==> config.mk <==
export PLATFORM = sky130hd
export DESIGN_NAME = masked_subnib_seq
export DESIGN_NICKNAME = d
export VERILOG_FILES = /design/src/rtl/masked_subnib_seq_pkg.sv /design/src/rtl/masked_subnib_seq_sbox.sv /design/src/rtl/masked_subnib_seq.sv
export SDC_FILE = /design/constraint.sdc
export NUM_CORES = 1
export LEC_CHECK = 0
export ABC_CLOCK_PERIOD_IN_PS = 3600
export CAP_MARGIN = 10
export CORE_MARGIN = 2
export CORE_UTILIZATION = 57
export CTS_CLUSTER_DIAMETER = 100
export DETAILED_ROUTE_END_ITERATION = 7
export PLACE_DENSITY = 0.78
export SETUP_SLACK_MARGIN = 0.3
export SLEW_MARGIN = 25
export SYNTH_ARGS = -nofsm -noshare
export SYNTH_HDL_FRONTEND = slang
export SYNTH_HIERARCHICAL = 1
export SYNTH_SLANG_ARGS = --single-unit
export TNS_END_PERCENT = 30
==> constraint.sdc <==
create_clock -name clk -period 3.6 [get_ports clk]
set_input_delay 0.72 -clock clk [delete_from_list [all_inputs] [get_ports clk]]
set_output_delay 0.72 -clock clk [all_outputs]
set_load 0.01 [all_outputs]
==> src/rtl/masked_subnib_seq_pkg.sv <==
// Shared constants, state encoding and GF(2^4) helpers for the masked S-AES
// SubNibbles sequencer and its two-share S-box.
package masked_subnib_seq_pkg;

  localparam int unsigned NIB_W    = 4;
  localparam int unsigned STATE_W  = 16;
  localparam int unsigned RAND_W   = 18;
  localparam int unsigned SBOX_LAT = 2;
  localparam int unsigned LAST_CNT = 5;
  localparam int unsigned NUM_NIB  = STATE_W / NIB_W;

  // rand_in = {Az0,Bz0,Az1,Bz1,Az2,Bz2,Z0,Z1,Z2}, 2 bits per field
  localparam int unsigned RAND_AZ0 = 16;
  localparam int unsigned RAND_BZ0 = 14;
  localparam int unsigned RAND_AZ1 = 12;
  localparam int unsigned RAND_BZ1 = 10;
  localparam int unsigned RAND_AZ2 = 8;
  localparam int unsigned RAND_BZ2 = 6;
  localparam int unsigned RAND_Z0  = 4;
  localparam int unsigned RAND_Z1  = 2;
  localparam int unsigned RAND_Z2  = 0;

  typedef enum logic {IDLE, RUN} state_e;

  // Nibble n0 is the most significant nibble of the state.
  function automatic int unsigned nib_lo(input logic [1:0] idx);
    return STATE_W - NIB_W - NIB_W * int'(idx);
  endfunction

  // GF(2^4) product modulo x^4 + x + 1.
  function automatic logic [3:0] gf_mul(input logic [3:0] a, input logic [3:0] b);
    logic [3:0] p;
    logic [3:0] s;
    p = '0;
    s = a;
    for (int unsigned i = 0; i < NIB_W; i++) begin
      if (b[i]) p = p ^ s;
      s = {s[2:0], 1'b0} ^ (s[3] ? 4'h3 : 4'h0);
    end
    return p;
  endfunction

  function automatic logic [3:0] gf_sq(input logic [3:0] a);
    return gf_mul(a, a);
  endfunction

  // Linear part of the S-AES affine map; the 0x9 constant goes on share A only.
  function automatic logic [3:0] saes_lin(input logic [3:0] v);
    return {v[0] ^ v[1] ^ v[3],
            v[0] ^ v[2] ^ v[3],
            v[1] ^ v[2] ^ v[3],
            v[0] ^ v[1] ^ v[2]};
  endfunction

endpackage

==> src/rtl/masked_subnib_seq_sbox.sv <==
// Two-share DOM S-AES S-box, 2-cycle latency: inverse computed as (x^3)^4 * x^2
// with one DOM multiplier per pipeline stage, then the affine map per share.
module masked_subnib_seq_sbox
  import masked_subnib_seq_pkg::*;
(
  input  logic              clk_i,
  input  logic              rst_i,
  input  logic [NIB_W-1:0]  a_i,
  input  logic [NIB_W-1:0]  b_i,
  input  logic [RAND_W-1:0] rand_i,
  output logic [NIB_W-1:0]  a_o,
  output logic [NIB_W-1:0]  b_o
);

  logic [3:0] r_m1, r_sq, r_y, r_m2;
  logic [3:0] xa2, xb2;
  logic [3:0] m1_aa_q, m1_ab_q, m1_ba_q, m1_bb_q;
  logic [3:0] sqa_q, sqb_q;
  logic [3:0] ya, yb, y4a, y4b;
  logic [3:0] m2_aa_q, m2_ab_q, m2_ba_q, m2_bb_q;
  logic [3:0] za, zb;

  assign r_m1 = {rand_i[RAND_Z0 +: 2], rand_i[RAND_Z1 +: 2]};
  assign r_sq = {rand_i[RAND_AZ0 +: 2], rand_i[RAND_AZ1 +: 2]};
  assign r_y  = {rand_i[RAND_BZ0 +: 2], rand_i[RAND_BZ1 +: 2]};
  assign r_m2 = {rand_i[RAND_Z2 +: 2], rand_i[RAND_AZ2 +: 2] ^ rand_i[RAND_BZ2 +: 2]};

  assign xa2 = gf_sq(a_i);
  assign xb2 = gf_sq(b_i);

  // Cross-domain terms stay in separate registers until after the flop so
  // shares are never combined before the fresh mask is applied.
  always_ff @(posedge clk_i) begin
    if (rst_i) begin
      m1_aa_q <= '0; m1_ab_q <= '0; m1_ba_q <= '0; m1_bb_q <= '0;
      sqa_q   <= '0; sqb_q   <= '0;
      m2_aa_q <= '0; m2_ab_q <= '0; m2_ba_q <= '0; m2_bb_q <= '0;
    end else begin
      m1_aa_q <= gf_mul(a_i, xa2);
      m1_ab_q <= gf_mul(a_i, xb2) ^ r_m1;
      m1_ba_q <= gf_mul(b_i, xa2) ^ r_m1;
      m1_bb_q <= gf_mul(b_i, xb2);
      sqa_q   <= xa2 ^ r_sq;
      sqb_q   <= xb2 ^ r_sq;
      m2_aa_q <= gf_mul(y4a, sqa_q);
      m2_ab_q <= gf_mul(y4a, sqb_q) ^ r_m2;
      m2_ba_q <= gf_mul(y4b, sqa_q) ^ r_m2;
      m2_bb_q <= gf_mul(y4b, sqb_q);
    end
  end

  assign ya  = m1_aa_q ^ m1_ab_q;
  assign yb  = m1_bb_q ^ m1_ba_q;
  assign y4a = gf_sq(gf_sq(ya)) ^ r_y;
  assign y4b = gf_sq(gf_sq(yb)) ^ r_y;

  assign za  = m2_aa_q ^ m2_ab_q;
  assign zb  = m2_bb_q ^ m2_ba_q;
  assign a_o = saes_lin(za) ^ 4'h9;
  assign b_o = saes_lin(zb);

endmodule

==> src/rtl/masked_subnib_seq.sv <==
// Sequencer feeding the masked S-box one nibble per cycle, collecting the
// shares and presenting masked SubNibbles (optionally + ShiftRows) results.
module masked_subnib_seq
  import masked_subnib_seq_pkg::*;
#(
  parameter bit SHIFT_ROWS = 1'b1
) (
  input  logic               clk,
  input  logic               rst,
  input  logic               start,
  input  logic [STATE_W-1:0] state_a,
  input  logic [STATE_W-1:0] state_b,
  input  logic [RAND_W-1:0]  rand_in,
  output logic               busy,
  output logic               done,
  output logic [STATE_W-1:0] out_a,
  output logic [STATE_W-1:0] out_b
);

  state_e             state_q, state_d;
  logic [2:0]         cnt_q, cnt_d;
  logic [STATE_W-1:0] sa_q, sb_q;
  logic [STATE_W-1:0] ra_q, ra_d, rb_q, rb_d;
  logic [STATE_W-1:0] outa_q, outb_q, fin_a, fin_b;
  logic               done_q;
  logic               load, issue, capture, finish;
  logic [1:0]         iss_idx, cap_idx;
  logic [NIB_W-1:0]   sbox_ai, sbox_bi, sbox_ao, sbox_bo;

  always_ff @(posedge clk) begin
    if (rst) begin
      state_q <= IDLE;
      cnt_q   <= '0;
    end else begin
      state_q <= state_d;
      cnt_q   <= cnt_d;
    end
  end

  always_comb begin
    state_d = state_q;
    cnt_d   = cnt_q;
    case (state_q)
      IDLE: if (start) begin
        state_d = RUN;
        cnt_d   = '0;
      end
      RUN: if (cnt_q == 3'(LAST_CNT)) begin
        state_d = IDLE;
        cnt_d   = '0;
      end else begin
        cnt_d = cnt_q + 3'd1;
      end
      default: state_d = IDLE;
    endcase
  end

  always_comb begin
    busy    = (state_q == RUN);
    load    = (state_q == IDLE) && start;
    issue   = busy && (cnt_q < 3'(NUM_NIB));
    capture = busy && (cnt_q >= 3'(SBOX_LAT));
    finish  = busy && (cnt_q == 3'(LAST_CNT));
    iss_idx = cnt_q[1:0];
    cap_idx = 2'(cnt_q - 3'(SBOX_LAT));
  end

  assign sbox_ai = issue ? sa_q[nib_lo(iss_idx) +: NIB_W] : '0;
  assign sbox_bi = issue ? sb_q[nib_lo(iss_idx) +: NIB_W] : '0;

  masked_subnib_seq_sbox u_sbox (
    .clk_i  (clk),
    .rst_i  (rst),
    .a_i    (sbox_ai),
    .b_i    (sbox_bi),
    .rand_i (rand_in),
    .a_o    (sbox_ao),
    .b_o    (sbox_bo)
  );

  // At cnt=LAST_CNT the capture writes n3, so ra_d/rb_d already hold the
  // complete result with n3 straight from the S-box outputs.
  always_comb begin
    ra_d = ra_q;
    rb_d = rb_q;
    if (capture) begin
      ra_d[nib_lo(cap_idx) +: NIB_W] = sbox_ao;
      rb_d[nib_lo(cap_idx) +: NIB_W] = sbox_bo;
    end
  end

  assign fin_a = SHIFT_ROWS ? {ra_d[15:12], ra_d[3:0], ra_d[7:4], ra_d[11:8]} : ra_d;
  assign fin_b = SHIFT_ROWS ? {rb_d[15:12], rb_d[3:0], rb_d[7:4], rb_d[11:8]} : rb_d;

  always_ff @(posedge clk) begin
    if (rst) begin
      sa_q   <= '0;
      sb_q   <= '0;
      ra_q   <= '0;
      rb_q   <= '0;
      outa_q <= '0;
      outb_q <= '0;
      done_q <= 1'b0;
    end else begin
      if (load) begin
        sa_q <= state_a;
        sb_q <= state_b;
      end
      ra_q   <= ra_d;
      rb_q   <= rb_d;
      done_q <= finish;
      if (finish) begin
        outa_q <= fin_a;
        outb_q <= fin_b;
      end
    end
  end

  assign done  = done_q;
  assign out_a = outa_q;
  assign out_b = outb_q;

endmodule

==> impl_metrics.env, run 1 <==
export IMPL_fin_crit_sh=0.872
export IMPL_grt_use_total=0.252
export IMPL_rows=43
export IMPL_rsz0062_at_grt="false"
export IMPL_drive_gt1_frac=0.0916
export IMPL_io_pin_count=87
export IMPL_hold_class="flip-flop to flip-flop"
export IMPL_synth_edf_count=0
export IMPL_wl_mm=18.2
export IMPL_async_reset_ff_frac=0
export IMPL_ff2ff_path_depth=10
export IMPL_worstPathCellList="mux4_1 > nor2b_1 > ha_1 > xnor2_1 > a21oi_2 > xnor2_2 > mux2_2 > a22oi_1 > xnor2_1 > nor2_1"
export IMPL_dpl_hpwl_mm=12.6
export IMPL_rrSetupSlack_ns=0.46
export IMPL_crit_path_frequent_cell="xnor2_1"
export IMPL_startpoint="cnt_q[0]"
export IMPL_start_util=0.584
export IMPL_syn_inst=956
export IMPL_ys_ff_latch=141
export IMPL_path_class="flip-flop to flip-flop"
export IMPL_ant_nets=0
export IMPL_wl_met3_microns=811
export IMPL_synth_cell_area_sq_um=8130
export IMPL_crit_end="u_sbox/m1_ab_q[1]"
export IMPL_syn_nets=1016
export IMPL_grt_pass1_wl_mm=30.2
export IMPL_finalSetupViolations=0
export IMPL_power_density_nw_per_um2=480
export IMPL_layout_common_cells="nand2_1, dfxtp_1, a21oi_1, xnor2_1, clkdlybuf4s50_1"
export IMPL_die_w_microns=123
export IMPL_grt_pass1_vias=6175
export IMPL_synth_cell_types=68
export IMPL_fillers=1098
export IMPL_r2r_start="cnt_q[0]"
export IMPL_cellLeakagePower_uw=0.00365
export IMPL_yosysTopAreaCell="dfxtp_1"
export IMPL_hold_violations=0
export IMPL_mostFrequentLayoutCell="nand2_1"
export IMPL_cts_tree="yes"
export IMPL_avgViaCountPerCell=5.50
export IMPL_setup_ws_ns=0.462
export IMPL_io_buffers=86
export IMPL_worst_pin_slew_ns=0.880
export IMPL_cp_max_fo=8
export IMPL_fin_skew_ns=0.00944
export IMPL_status="finished, final reports clean"
export IMPL_cts_sinks=141
export IMPL_hp_start="out_a[10]"
export IMPL_drc=0
export IMPL_cp_slowest_cell="mux4_1"
export IMPL_nNetsFinal=1073
export IMPL_max_clock_freq_mhz=319
export IMPL_cts_root_buf="clkbuf_16"
export IMPL_critPathLaunchType="flip-flop"
export IMPL_ys_seq_area_frac=0.347
export IMPL_critical_path_max_stage_delay_ns=0.55
export IMPL_peakVddDrop_mv=0.399
export IMPL_place_congestion=0.888
export IMPL_dpl_worst_slack_ns=0.260
export IMPL_drt_iter0_drc=571
export IMPL_maxCapViolCount=0
export IMPL_r2r_end="u_sbox/m1_ab_q[1]"
export IMPL_cts_buffer_depth=2
export IMPL_critPathCaptureType="flip-flop"
export IMPL_clk_pin_slew_ns=0.06
export IMPL_yosysWarnings=6
export IMPL_dr_pass1_iters=5
export IMPL_clock_latency_ns=0.43
export IMPL_num_antenna_cells=0
export IMPL_wl_met2_mm=8.91
export IMPL_coreArea_sq_um=13900
export IMPL_wl_per_cell_microns=15.1
export IMPL_htreeDepth=4
export IMPL_slew_headroom=0.413
export IMPL_highest_layer="met4"
export IMPL_slew_viol_final=0
export IMPL_final_util=0.695
export IMPL_arrival_ns=3.42
export IMPL_antenna_found_initial=0
export IMPL_grt_overflow=0
export IMPL_syn2layout_area_growth_pct=19.0
export IMPL_finalSetupTns_ns=0
export IMPL_ys_flop_type="dfxtp_1"
export IMPL_min_period_ns=3.14
export IMPL_required_ns=3.89
export IMPL_grt_max_degree=60
export IMPL_die_h_microns=123
export IMPL_syn_avg_cell_area_sq_um=8.51
export IMPL_cts_made_buffers=17
export IMPL_met1_length_mm=8.19
export IMPL_die_area_sq_um=15200
export IMPL_yosysTopAreaCellShare=0.347
export IMPL_num_vias=6629
export IMPL_synthTopCellsByArea="dfxtp_1, xnor2_1, nand2_1"
-- Yosys cell counts, types with 5 or more instances --
master    number
nand2_1      181
dfxtp_1      141
xnor2_1       90
a21oi_1       89
nor2_1        74
xor2_1        41
clkbuf_1      40
o21ai_0       35
nand3_1       32
a22o_1        25
buf_2         20
nor2b_1       17
mux2i_1       15
nand2b_1      13
a22oi_1       10
inv_1          9
and4_1         8
buf_4          8
xnor3_1        8
ha_1           7
mux2_2         6
nor3_1         6
mux4_1         5
-- per-stage QoR --
| step | cells | cell area [sq um] | power (uW) | hold slack [ns] |
|---|---|---|---|---|
| floorplan | 956 | 8130 | 2600 | 0.432 |
| global placement | 1172 | 9040 | 2900 | 0.436 |
| detailed placement | 1172 | 9040 | 2920 | 0.442 |
| CTS | 1204 | 9640 | 4640 | 0.449 |
| global route | 1206 | 9680 | 4850 | 0.474 |
| finish | 1206 | 9680 | 4650 | 0.446 |
-- sequential cells by signal, indices dropped and copies added, names as in the netlist, 16 cells and up --
name   cells
out_a     16
out_b     16
ra_q      16
rb_q      16
sa_q      16
sb_q      16
-- timing repair --
action                     4_1_cts  5_1_grt
buffers inserted                 0        2
setup endpoints to repair        2        7
hold buffers                     0        0
resized for setup                2        6
pin swaps                        0        1
-- power breakdown --
part,internal (uW),leakage (uW),switching [uW]
Clock,1040,0.000277,681
Combinational,494,0.00222,717
Sequential,1640,0.00115,69.5
Total,3180,0.00365,1470
-- kinds of logic (layout without fill, tap and decap cells) --
logic type	after synthesis	count (layout)	share of synthesized area
and+or+nand+nor	349	349	0.196
DFF	141	141	0.347
AOI/OAI and AO/OA	198	198	0.155
buffers and inverters	82	152	0.0469
muxes	29	29	0.0512
xor gates and xnor gates	150	150	0.193
adders and majority gates	7	7	0.0108
-- worst min-delay path by stage --
| stage | cells past startpoint | slack, ns | endpoint |
|---|---|---|---|
| after global placement | 2 | 0.44 | out_b[9] |
| after floorplan | 2 | 0.43 | sa_q[10] |
| final | 2 | 0.45 | out_a[10] |
| after detailed placement | 2 | 0.44 | out_a[10] |
| after global routing | 2 | 0.47 | out_a[8] |
| after CTS | 2 | 0.45 | out_a[10] |
-- critical path: cells and delay by family (launching register included) --
family,cells,cell delay (ns)
xor gates and xnor gates,3,0.71
AOI/OAI and AO/OA,2,0.31
and+or+nand+nor,2,0.22
muxes,2,0.93
DFF,1,0.40
adders and majority gates,1,0.43
-- area by class of cell --
cell class                      instances  area (sq um)  area share
Timing Repair Buffer                  110          1040       0.108
Clock inverter                         12           136      0.0141
Multi-Input combinational cell        733          4970       0.513
Clock buffer                           20           447      0.0461
Sequential cell                       141          2830       0.292
Tap cell                              180           225      0.0233
Inverter                               10          37.5     0.00388
-- metal layers --
| metal | vias up | GRT usage |
|---|---|---|
| li1 | 3353 | - |
| met1 | 3087 | 0.322 |
| met2 | 158 | 0.422 |
| met3 | 31 | 0.0572 |
| met4 | 0 | 0.0810 |
| met5 | - | 0 |
(Power assumes the default switching activity.)
==> run 2, diff against run 1 <==
- CAP_MARGIN: 10 -> 20
==> results of run 2 <==
Final layout, timing and power as in run 1 (identical DEF).
